<file path="src/rtl/timer_pkg.sv">
// -----------------------------------------------------------------------------
// timer_pkg
// Shared types and constants for div_tick_timer and its sub-blocks.
//   state_e        : timer FSM states (IDLE, RUN)
//   MODE_ONESHOT   : mode value for a single expiry, then return to IDLE
//   MODE_PERIODIC  : mode value for automatic reload on every expiry
//   DIV_MIN_PHASE  : shortest div_clk high or low phase, in clk cycles, that
//                    the synchroniser is guaranteed to resolve into a tick
// -----------------------------------------------------------------------------
package timer_pkg;

    typedef enum logic {
        ST_IDLE = 1'b0,
        ST_RUN  = 1'b1
    } state_e;

    localparam logic MODE_ONESHOT  = 1'b0;
    localparam logic MODE_PERIODIC = 1'b1;

    localparam int unsigned DIV_MIN_PHASE = 2;

endpackage : timer_pkg

</file>
<file path="src/rtl/sync_edge_det.sv">
// -----------------------------------------------------------------------------
// sync_edge_det
// Two-flop synchroniser followed by a rising-edge detector. Turns a slow,
// asynchronous level (e.g. a divider tap) into a one-cycle pulse in the clk
// domain. The input must hold each level for at least two clk cycles.
// Ports:
//   clk   in   system clock
//   rst_  in   asynchronous active-low reset
//   d     in   asynchronous level input
//   rise  out  one-cycle pulse, two to three cycles after a rising edge of d
// -----------------------------------------------------------------------------
module sync_edge_det (
    input  logic clk,
    input  logic rst_,
    input  logic d,
    output logic rise
);

    logic sync1_q;
    logic sync2_q;
    logic prev_q;

    // NOTE: non-blocking assignments make the three flops shift as a true
    // pipeline; blocking ones would collapse the chain into a single stage.
    always_ff @(posedge clk or negedge rst_) begin
        if (!rst_) begin
            sync1_q <= 1'b0;
            sync2_q <= 1'b0;
            prev_q  <= 1'b0;
        end else begin
            sync1_q <= d;
            sync2_q <= sync1_q;
            prev_q  <= sync2_q;
        end
    end

    // Only the second stage is trusted as metastability-free.
    assign rise = sync2_q & ~prev_q;

endmodule : sync_edge_det

</file>
<file path="src/rtl/div_tick_timer.sv">
// -----------------------------------------------------------------------------
// div_tick_timer
// Programmable down-counting timer clocked by ticks derived from the divided
// clock of clock_divider. div_clk is sampled as data, never used as a clock.
// Supports one-shot and periodic modes, with a sticky interrupt and overrun.
// Ports:
//   clk       in   system clock (same clock as clock_divider)
//   rst_      in   asynchronous active-low reset
//   div_clk   in   divided clock, treated as an asynchronous level
//   en        in   global enable; low freezes counting and ignores start
//   start     in   pulse: latch load_val/mode and begin or restart a run
//   stop      in   pulse: abort the run
//   mode      in   0 one-shot, 1 periodic; sampled with start
//   load_val  in   ticks per period; sampled with start; 0 never runs
//   irq_ack   in   pulse: clears irq and ovf
//   count     out  remaining ticks in the current period
//   busy      out  high while running
//   tick      out  one-cycle pulse per div_clk rising edge
//   irq       out  sticky expiry flag
//   ovf       out  sticky flag: expiry while irq was already set
// -----------------------------------------------------------------------------
module div_tick_timer
    import timer_pkg::*;
#(
    parameter int unsigned WIDTH = 16
) (
    input  logic             clk,
    input  logic             rst_,
    input  logic             div_clk,
    input  logic             en,
    input  logic             start,
    input  logic             stop,
    input  logic             mode,
    input  logic [WIDTH-1:0] load_val,
    input  logic             irq_ack,
    output logic [WIDTH-1:0] count,
    output logic             busy,
    output logic             tick,
    output logic             irq,
    output logic             ovf
);

    state_e           state_q, state_d;
    logic [WIDTH-1:0] count_q, count_d;
    logic [WIDTH-1:0] shadow_load_q, shadow_load_d;
    logic             shadow_mode_q, shadow_mode_d;
    logic             irq_q, irq_d;
    logic             ovf_q, ovf_d;
    logic             expire;
    logic             load_nz;

    sync_edge_det u_tick_det (
        .clk  (clk),
        .rst_ (rst_),
        .d    (div_clk),
        .rise (tick)
    );

    assign load_nz = (load_val != '0);

    // NOTE: every signal driven here gets a default first so no path leaves
    // it unassigned; otherwise synthesis would infer a latch to hold it.
    always_comb begin
        state_d       = state_q;
        count_d       = count_q;
        shadow_load_d = shadow_load_q;
        shadow_mode_d = shadow_mode_q;
        irq_d         = irq_q;
        ovf_d         = ovf_q;
        expire        = 1'b0;

        case (state_q)
            ST_IDLE: begin
                if (start && en && load_nz) begin
                    state_d       = ST_RUN;
                    count_d       = load_val;
                    shadow_load_d = load_val;
                    shadow_mode_d = mode;
                end
            end
            ST_RUN: begin
                // Priority: stop, then restart, then tick.
                if (stop) begin
                    state_d = ST_IDLE;
                    count_d = '0;
                end else if (start && en) begin
                    if (load_nz) begin
                        count_d       = load_val;
                        shadow_load_d = load_val;
                        shadow_mode_d = mode;
                    end else begin
                        state_d = ST_IDLE;
                        count_d = '0;
                    end
                end else if (tick && en) begin
                    // Expiry is detected at 1, so count never wraps below 0.
                    if (count_q > WIDTH'(1)) begin
                        count_d = count_q - WIDTH'(1);
                    end else begin
                        expire = 1'b1;
                        if (shadow_mode_q == MODE_ONESHOT) begin
                            state_d = ST_IDLE;
                            count_d = '0;
                        end else begin
                            count_d = shadow_load_q;
                        end
                    end
                end
            end
            default: begin
                state_d = ST_IDLE;
                count_d = '0;
            end
        endcase

        // Acknowledge first so a same-cycle expiry overrides it.
        if (irq_ack) begin
            irq_d = 1'b0;
            ovf_d = 1'b0;
        end
        if (expire) begin
            irq_d = 1'b1;
            ovf_d = ovf_d | irq_q;
        end
    end

    always_ff @(posedge clk or negedge rst_) begin
        if (!rst_) begin
            state_q       <= ST_IDLE;
            count_q       <= '0;
            shadow_load_q <= '0;
            shadow_mode_q <= 1'b0;
            irq_q         <= 1'b0;
            ovf_q         <= 1'b0;
        end else begin
            state_q       <= state_d;
            count_q       <= count_d;
            shadow_load_q <= shadow_load_d;
            shadow_mode_q <= shadow_mode_d;
            irq_q         <= irq_d;
            ovf_q         <= ovf_d;
        end
    end

    assign count = count_q;
    assign busy  = (state_q == ST_RUN);
    assign irq   = irq_q;
    assign ovf   = ovf_q;

endmodule : div_tick_timer
</file>
<file path="config.mk">
export PLATFORM = sky130hd
export DESIGN_NAME = div_tick_timer
export DESIGN_NICKNAME = d
export VERILOG_FILES = /design/src/rtl/timer_pkg.sv /design/src/rtl/sync_edge_det.sv /design/src/rtl/div_tick_timer.sv
export SDC_FILE = /design/constraint.sdc
export NUM_CORES = 1
export LEC_CHECK = 0
export CAP_MARGIN = 10
export CORE_UTILIZATION = 40
export CTS_CLUSTER_SIZE = 12
export DETAILED_ROUTE_END_ITERATION = 10
export HOLD_SLACK_MARGIN = 0.03
export PLACE_DENSITY = 0.69
export SYNTH_ARGS = -nofsm -noshare
export SYNTH_HDL_FRONTEND = slang
export SYNTH_SLANG_ARGS = --single-unit
</file>
<file path="constraint.sdc">
create_clock -name clk -period 2.95 [get_ports clk]
set_input_delay 0.4425 -clock clk [delete_from_list [all_inputs] [get_ports clk]]
set_output_delay 0.4425 -clock clk [all_outputs]
set_load 0.01 [all_outputs]
</file>
# == Yosys cells after proc, flatten, opt, wreduce, memory -nomap -nowiden ==
# Cells that the tools add are included.
# totals
out_inout_bits,20
wordCells,61
in_bits,24
regBits,39
# classes
n_bitwise,4
eq_ne,5
addsub,1
order_cmp,1
n_reduce_logical,7
muxes,34
# ops
cell,count
two-way mux 16 bit,10
case mux 16 bit (2 select lines),2
two-way mux 1 bit,20
"greater-than comparator 16 x 1 -> 1 bit, second input constant",1
nonzero test 16 bit,1
"subtractor 16 x 1 -> 16 bit, second input constant",1
"inequality test 2 x 1 -> 1 bit, second input constant",2
"inequality test 2 bit, second input constant",2
"inequality test 4 x 2 -> 1 bit, second input constant",1
case mux 1 bit (2 select lines),2
AND reduction 4 bit,1
logical AND 1 bit,3
NOT 1 bit,2
AND reduction 2 bit,1
nonzero test 2 bit,1
AND 1 bit,1
OR 1 bit,1

# == Longest topological paths before layout ==
# Gate-level depths: netlist of the first run.
# logic_depth
depth_word,8
ltp_mapped,8
depth_no_buf,7

# == Modules after synthesis ==
# A second synthesis of the first run with hierarchy kept.
# unflattened
cells_unflattened,264
hier_area_um2,2278.4
# by_module_without_submodules
module,seq_area_each_um2,area_per_inst_um2,n_inst,cells_per_inst
div_tick_timer,900.9,2189.6,1,260
sync_edge_det,75.1,88.8,1,4

# == Least setup slack after synthesis of the first run ==
# No wires, ideal clock.
# synth_path
path_type,in2reg
start,input port load_val[11]
end,register shadow_load_q[10]
n_path_buf,2
stages,6
slack_ns,0.694
required_time_ns,2.823
setup_ns,0.127
arrival_time_ns,2.129
cell_sequence,or4_1 o41ai_2 nand2b_1 buf_6 buf_8 mux2_1
# synth_via
elab_chain_len,4
elab_cells_between_ends,5
classes_between,eq/ne (2); reduce/logical (3)
# synth_rtl
item,line,text
"start, declared",div_tick_timer.sv:34,"input logic [WIDTH-1:0] load_val,"
nonzero test 16 bit *,div_tick_timer.sv:59,assign load_nz = (load_val != '0);
logical AND 1 bit,div_tick_timer.sv:74,if (start && en && load_nz) begin
inequality test 2 bit (no line),-,
AND reduction 4 bit (no line) *,-,
"end signal, assigned",div_tick_timer.sv:138,shadow_load_q <= shadow_load_d;
"end, declared",div_tick_timer.sv:45,"logic [WIDTH-1:0] shadow_load_q, shadow_load_d;"
# Mark *: on every way between the ends. The rest lies on a longest branch, timed or not.
# A chain may end at the register's enable or synchronous reset.

# == Final worst setup path of the first run ==
# layout_path
start,input port load_val[3]
end,register count_q[2] (netlist: count[2])
# layout_via
elab_chain_len,5
elab_cells_between_ends,8
classes_between,eq/ne (1); mux (4); reduce/logical (3)
# layout_rtl
item,line,text
nonzero test 16 bit *,div_tick_timer.sv:59,
two-way mux 16 bit,div_tick_timer.sv:87,if (load_nz) begin
two-way mux 16 bit,div_tick_timer.sv:86,end else if (start && en) begin
two-way mux 16 bit,div_tick_timer.sv:83,if (stop) begin
case mux 16 bit (2 select lines),div_tick_timer.sv:72,case (state_q)
"end signal, assigned",div_tick_timer.sv:137,count_q <= count_d;
"end, declared",div_tick_timer.sv:44,"logic [WIDTH-1:0] count_q, count_d;"
# Marks and branches as above.

==> flow_metrics.env, run 1 <==
export IMPL_outcome="completed"
export IMPL_timing_worst_slew_pin_value_ns=0.908
export IMPL_chipHeight_um=80.8
export IMPL_number_of_instances_resized_during_post_cts_repair=0
export IMPL_p_leak_nw=1.16
export IMPL_hpwlAfterDp_um=5130
export IMPL_cts_hold_repair_buffers=0
export IMPL_io_pins=44
export IMPL_fin_skew_ns=0.0112
export IMPL_r2r_worst_path_depth=7
export IMPL_ant_nets=0
export IMPL_postLayoutSetupSlackWorst_ns=0.400
export IMPL_global_route_wire_length_before_repair_um=11200
export IMPL_hold_viol_final=0
export IMPL_cts_sinks=39
export IMPL_drv_max_cap_violation_count=0
export IMPL_dp_cells=381
export IMPL_dp_slack_ns=0.105
export IMPL_post_synth_num_cell_types=57
export IMPL_worst_path_largest_cell_delay_ns=0.57
export IMPL_cts_root_buffer="sky130_fd_sc_hd__clkbuf_8"
export IMPL_max_slew_margin_rel=0.395
export IMPL_hold_path_class="input port to asynchronous set/reset pin"
export IMPL_grt_overflow_total=0
export IMPL_grt_setup_unrepaired="no"
export IMPL_regToRegSetupSlack_ns=0.52
export IMPL_primary_flip_flop_cell_chosen_by_synthesis_mapping="sky130_fd_sc_hd__dfrtp_1"
export IMPL_cts_setup_buffers=0
export IMPL_clock_tree_from_tritoncts="done"
export IMPL_floorplan_initialDensity=0.417
export IMPL_drt_pass1_iterations=5
export IMPL_portBuffers=43
export IMPL_final_cell_area_um2=3080
export IMPL_timing_critical_path_fanout_max=20
export IMPL_n_antenna_cell=0
export IMPL_instances_no_fill=389
export IMPL_globalplace_congestion=0.884
export IMPL_drc=0
export IMPL_drt_first_iter_violations=211
export IMPL_irDropWorstVdd_mv=0.247
export IMPL_total_negative_setup_slacks_ns=0
export IMPL_cells_along_the_critical_path="clkdlybuf4s50_1 -> or4_4 -> o41ai_2 -> buf_4 -> o21ai_2 -> o221ai_1 -> a31oi_1"
export IMPL_post_drt_via_cell_ratio=6.21
export IMPL_async_reset_ff_frac=1.00
export IMPL_synth_seq_area_share=0.393
export IMPL_floorplan_rows=28
export IMPL_fmax_ghz=0.392
export IMPL_worst_path_arrival_ns=2.73
export IMPL_start_kind="input port"
export IMPL_fillCellCount=553
export IMPL_finalCriticalPeriod_ns=2.55
export IMPL_synth_nets=296
export IMPL_layout_drive_gt1_share=0.108
export IMPL_wirelength_um=6940
export IMPL_core_area_um2=5960
export IMPL_cts_inserted_buffers=5
export IMPL_number_of_enable_type_register_cells_in_the_synthesized_netlist=0
export IMPL_reg2reg_start="count[0]"
export IMPL_synthesized_netlist_cell_count=270
export IMPL_critical_path_slowest_cell="sky130_fd_sc_hd__or4_4"
export IMPL_clk_insertion_delay_late_ns=0.29
export IMPL_drv_slew=0
export IMPL_power_density_cell_area_nw_per_um2=553
export IMPL_endpoint_kind="flip-flop"
export IMPL_timing_final_setup_violations=0
export IMPL_postPlaceCellArea_um2=2980
export IMPL_number_of_global_route_vias_before_repair=2149
export IMPL_final_min_period_over_clock_period=0.864
export IMPL_yosysWarnings=0
export IMPL_antenna_found_initial=0
export IMPL_critPathKind="input port to flip-flop"
export IMPL_cp_data_required_time_ns=3.13
export IMPL_syn2layout_area_growth_pct=24.2
export IMPL_flops_latches_synth=39
export IMPL_clock_tree_buffer_depth=2
export IMPL_groute_usage_overall=0.228
export IMPL_synth_area_um2=2480
export IMPL_fp_dieArea_um2=6520
export IMPL_design_final_nets=339
export IMPL_clock_slew_at_reported_path_ffs_ns=0.08
export IMPL_avgSynthCellArea_um2=9.19
export IMPL_grt_start_max_net_pins=40
export IMPL_detailroute_via_count=2416
export IMPL_cts_htree_levels=2
export IMPL_end_of_the_worst_register_to_register_path="busy"
export IMPL_wl_per_cell_um=17.8
export IMPL_hold_ws_ns=0.261
export IMPL_die_width_um=80.8
## cell usage after synthesis (all sizes together) (2+ instances only)
cell type	count	area share
a31oi	13	0.033
a221oi	2	0.0071
a211o	2	0.0071
nand3	11	0.022
ha	2	0.010
nor3b	2	0.0060
o21ai	30	0.067
clkbuf	8	0.013
nor2	21	0.032
nor2b	3	0.0076
o311a	2	0.0081
o211ai	3	0.0091
o41ai	2	0.010
nor4	6	0.021
xnor2	6	0.021
o2bb2ai	2	0.0071
mux2	15	0.068
a311oi	2	0.0071
nand3b	3	0.0091
inv	5	0.0076
dfrtp	39	0.39
and3	3	0.0076
buf	7	0.024
nor3	9	0.023
and3b	2	0.0071
nand4b	2	0.0071
nand2	26	0.039
nand4	4	0.010
nand2b	2	0.0050
or4	8	0.027
xor2	2	0.0071
a21oi	12	0.024
## critical path: cells and delay by family
kind	cells	cell delay, ns
compound gates	4	0.97
buf+inv	2	0.75
simple gates	1	0.57
## state kept, by name, indices dropped and copies added (netlist names)
register,cells
count,16
u_tick_det.sync2_q,1
shadow_mode_q,1
ovf,1
shadow_load_q,16
irq,1
busy,1
u_tick_det.prev_q,1
u_tick_det.sync1_q,1
## area by class of cell
type,instances,area (µm²),area share
tap,75,93.8,0.0304
sequential,39,976,0.317
clock buffer,8,100,0.0325
inverter,6,22.5,0.00731
multi-input combinational,210,1390,0.452
timing repair buffer,51,498,0.162
## metal layers
metal,vias to the layer above,global-route usage,part of all wire
li1,1102,-,-
met1,1143,0.335,0.45
met2,158,0.330,0.44
met3,13,0.0506,0.096
met4,0,0.0750,0.020
met5,-,0,0
## cell families after synthesis
logic type               Yosys count  synth area share
multiplexers                      16            0.0721
AO/OA/AOI/OAI                     80             0.222
XOR/XNOR                           8            0.0282
flip-flops                        39             0.393
AND/OR/NAND/NOR                  104             0.229
buffers and inverters             21            0.0459
adder cells (fa/ha/maj)            2            0.0101
## layout by cell type, fill, tap and decap left out, drive strengths merged, types with 3 or more instances in the layout
cell type,netlist,layout
o211ai,3,3
nor2b,3,3
o21ai,30,30
and3,3,3
inv,5,5
a21oi,12,12
clkbuf,8,8
nor2,21,21
nand3,11,11
xnor2,6,6
mux2,15,15
nor4,6,6
nand2,26,26
clkdlybuf4s50,0,42
buf,7,9
nor3,9,9
dfrtp,39,39
nand4,4,4
a31oi,13,13
or4,8,8
nand3b,3,3
## per-stage QoR
step	utilization	power [mW]
after floorplan	-	1.06
after global placement	0.501	1.30
final	0.518	1.71
after CTS	0.518	1.70
after detailed placement	0.501	1.30
after global routing	0.518	1.80
## where the power goes
group	total, mW	internal, mW	switching [mW]
Clock	0.403	0.214	0.189
Sequential	0.772	0.624	0.148
Combinational	0.532	0.270	0.261
## worst max path at each step
stage,startpoint,to,slack [ns],depth (start not counted)
detailed placement,load_val[3],count[9],0.11,7
CTS,load_val[3],count[2],0.42,7
floorplan,load_val[11],shadow_load_q[10],0.69,6
global route,load_val[4],count[11],0.28,7
finish,load_val[3],count[2],0.40,7
global placement,load_val[3],count[2],0.17,7
No activity file was read; power rests on OpenSTA's default activity.
==> run 2: changes to the inputs <==
--- a/config.mk
+++ b/config.mk
@@ -11,6 +11,7 @@
 export DETAILED_ROUTE_END_ITERATION = 10
 export HOLD_SLACK_MARGIN = 0.03
 export PLACE_DENSITY = 0.69
+export REMOVE_ABC_BUFFERS = 1
 export SYNTH_ARGS = -nofsm -noshare
 export SYNTH_HDL_FRONTEND = slang
 export SYNTH_SLANG_ARGS = --single-unit
==> run 2 against run 1 <==
Clock-buffer cell count fell by 2. Critical path depth unchanged. Core utilization rose by 0.42 points. Fmax is 3.0% lower. Largest cell class unchanged. Register-to-register slack better by 0.02 ns. Die area is the same. Sequential share of layout area down 0.25 points. Critical path type unchanged. Non-clock buffer count rose by 1. Worst setup slack got worse by 0.080 ns.
==> flow_metrics.env, run 2 (synthesis gave the netlist of run 1 again) <==
export IMPL_hold_path_class="input port to asynchronous set/reset pin"
export IMPL_antenna_found_initial=0
export IMPL_number_of_instances_resized_during_post_cts_repair=0
export IMPL_core_area_um2=5960
export IMPL_detailroute_via_count=2392
export IMPL_fp_dieArea_um2=6520
export IMPL_critPathKind="input port to flip-flop"
export IMPL_n_antenna_cell=0
export IMPL_number_of_global_route_vias_before_repair=2330
export IMPL_fillCellCount=556
export IMPL_cts_inserted_buffers=5
export IMPL_cts_setup_buffers=0
export IMPL_regToRegSetupSlack_ns=0.54
export IMPL_power_density_cell_area_nw_per_um2=573
export IMPL_cts_hold_repair_buffers=0
export IMPL_max_slew_margin_rel=0.423
export IMPL_syn2layout_area_growth_pct=25.2
export IMPL_total_negative_setup_slacks_ns=0
export IMPL_io_pins=44
export IMPL_grt_start_max_net_pins=40
export IMPL_portBuffers=43
export IMPL_clock_tree_from_tritoncts="done"
export IMPL_p_leak_nw=1.18
export IMPL_layout_drive_gt1_share=0.114
export IMPL_clk_insertion_delay_late_ns=0.30
export IMPL_grt_setup_unrepaired="no"
export IMPL_timing_critical_path_fanout_max=19
export IMPL_cp_data_required_time_ns=3.14
export IMPL_timing_final_setup_violations=0
export IMPL_final_cell_mix="sky130_fd_sc_hd__clkdlybuf4s50_1, sky130_fd_sc_hd__dfrtp_1, sky130_fd_sc_hd__o21ai_0"
export IMPL_endpoint_kind="flip-flop"
export IMPL_wl_per_cell_um=17.9
export IMPL_timing_worst_slew_pin_value_ns=0.866
export IMPL_drv_slew=0
export IMPL_floorplan_rows=28
export IMPL_chipHeight_um=80.8
export IMPL_groute_usage_overall=0.239
export IMPL_wirelength_um=6970
export IMPL_cts_sinks=39
export IMPL_clock_slew_at_reported_path_ffs_ns=0.08
export IMPL_cts_root_buffer="sky130_fd_sc_hd__clkbuf_8"
export IMPL_drt_first_iter_violations=232
export IMPL_hpwlAfterDp_um=5180
export IMPL_fmax_ghz=0.380
export IMPL_floorplan_initialDensity=0.417
export IMPL_final_min_period_over_clock_period=0.891
export IMPL_r2r_worst_path_depth=8
export IMPL_worst_path_arrival_ns=2.82
export IMPL_global_route_wire_length_before_repair_um=11700
export IMPL_cts_htree_levels=2
export IMPL_drt_pass1_iterations=5
export IMPL_post_drt_via_cell_ratio=6.13
export IMPL_design_final_nets=340
export IMPL_clock_tree_buffer_depth=2
export IMPL_hold_viol_final=0
export IMPL_power_total_mw=1.78
export IMPL_layout_cells_most_common="sky130_fd_sc_hd__clkdlybuf4s50_1"
export IMPL_ant_nets=0
export IMPL_die_width_um=80.8
export IMPL_grt_overflow_total=0
export IMPL_outcome="completed"
export IMPL_globalplace_congestion=0.914
export IMPL_fin_skew_ns=0.00649
export IMPL_start_kind="input port"
export IMPL_irDropWorstVdd_mv=0.236
export IMPL_drv_max_cap_violation_count=0
export IMPL_drc=0
export IMPL_finalCriticalPeriod_ns=2.63
[run 2: stage by stage]
step	hold WS [ns]	setup WS, ns	util	cells	area (µm²)
2_1_floorplan	0.147	-0.202	-	255	2390
3_3_place_gp	0.337	0.118	0.502	382	2990
3_5_place_dp	0.341	0.0621	0.502	382	2990
4_1_cts	0.294	0.364	0.522	390	3110
5_1_grt	0.324	0.197	0.522	390	3110
6_report	0.253	0.321	0.522	390	3110
[run 2: path summary, 6_finish.rpt]
| check | from | end |
|---|---|---|
| worst max-delay path | load_val[3] | count[2] |
| worst min register to register | u_tick_det.sync1_q | u_tick_det.sync2_q |
| worst max register to register | count[1] | count[8] |
| worst min-delay path | rst_ | u_tick_det.prev_q |
| max in group asynchronous | rst_ | shadow_load_q[3] |
| min in group clk | u_tick_det.sync1_q | u_tick_det.sync2_q |
[run 2: routing by layer]
metal / vias up / part of all wire / wire, µm / global-route usage
li1: 1111 / - / - / -
met2: 144 / 0.45 / 3160 / 0.359
met1: 1115 / 0.43 / 3010 / 0.322
met4: 0 / 0.027 / 187 / 0.121
met3: 22 / 0.088 / 613 / 0.0551
met5: - / 0 / 0 / 0
[run 2: worst max-delay path: stages]
cell	delay (ns)
sky130_fd_sc_hd__clkdlybuf4s50_1	0.48
sky130_fd_sc_hd__or4_4	0.57
sky130_fd_sc_hd__o41ai_2	0.42
sky130_fd_sc_hd__buf_4	0.29
sky130_fd_sc_hd__o21ai_2	0.27
sky130_fd_sc_hd__o221ai_1	0.28
sky130_fd_sc_hd__a31oi_1	0.06
[run 2: area by class of cell]
type	count	area (µm²)	share of cell area
multi-input combinational	210	1390	0.448
sequential	39	976	0.314
timing repair buffer	52	505	0.163
tap	75	93.8	0.0302
clock buffer	6	82.6	0.0266
clock inverter	2	35.0	0.0113
inverter	6	22.5	0.00725
[run 2: power by group]
group          switching [mW]  internal (mW)
Combinational           0.267          0.273
Clock                   0.197          0.274
Sequential              0.147          0.624
Total                   0.612           1.17
==> run 3: changes to the inputs <==
--- a/config.mk
+++ b/config.mk
@@ -15,3 +15,4 @@
 export SYNTH_ARGS = -nofsm -noshare
 export SYNTH_HDL_FRONTEND = slang
 export SYNTH_SLANG_ARGS = --single-unit
+export TNS_END_PERCENT = 5
==> results of run 3 <==
Final layout, timing and power as in run 2 (identical DEF).
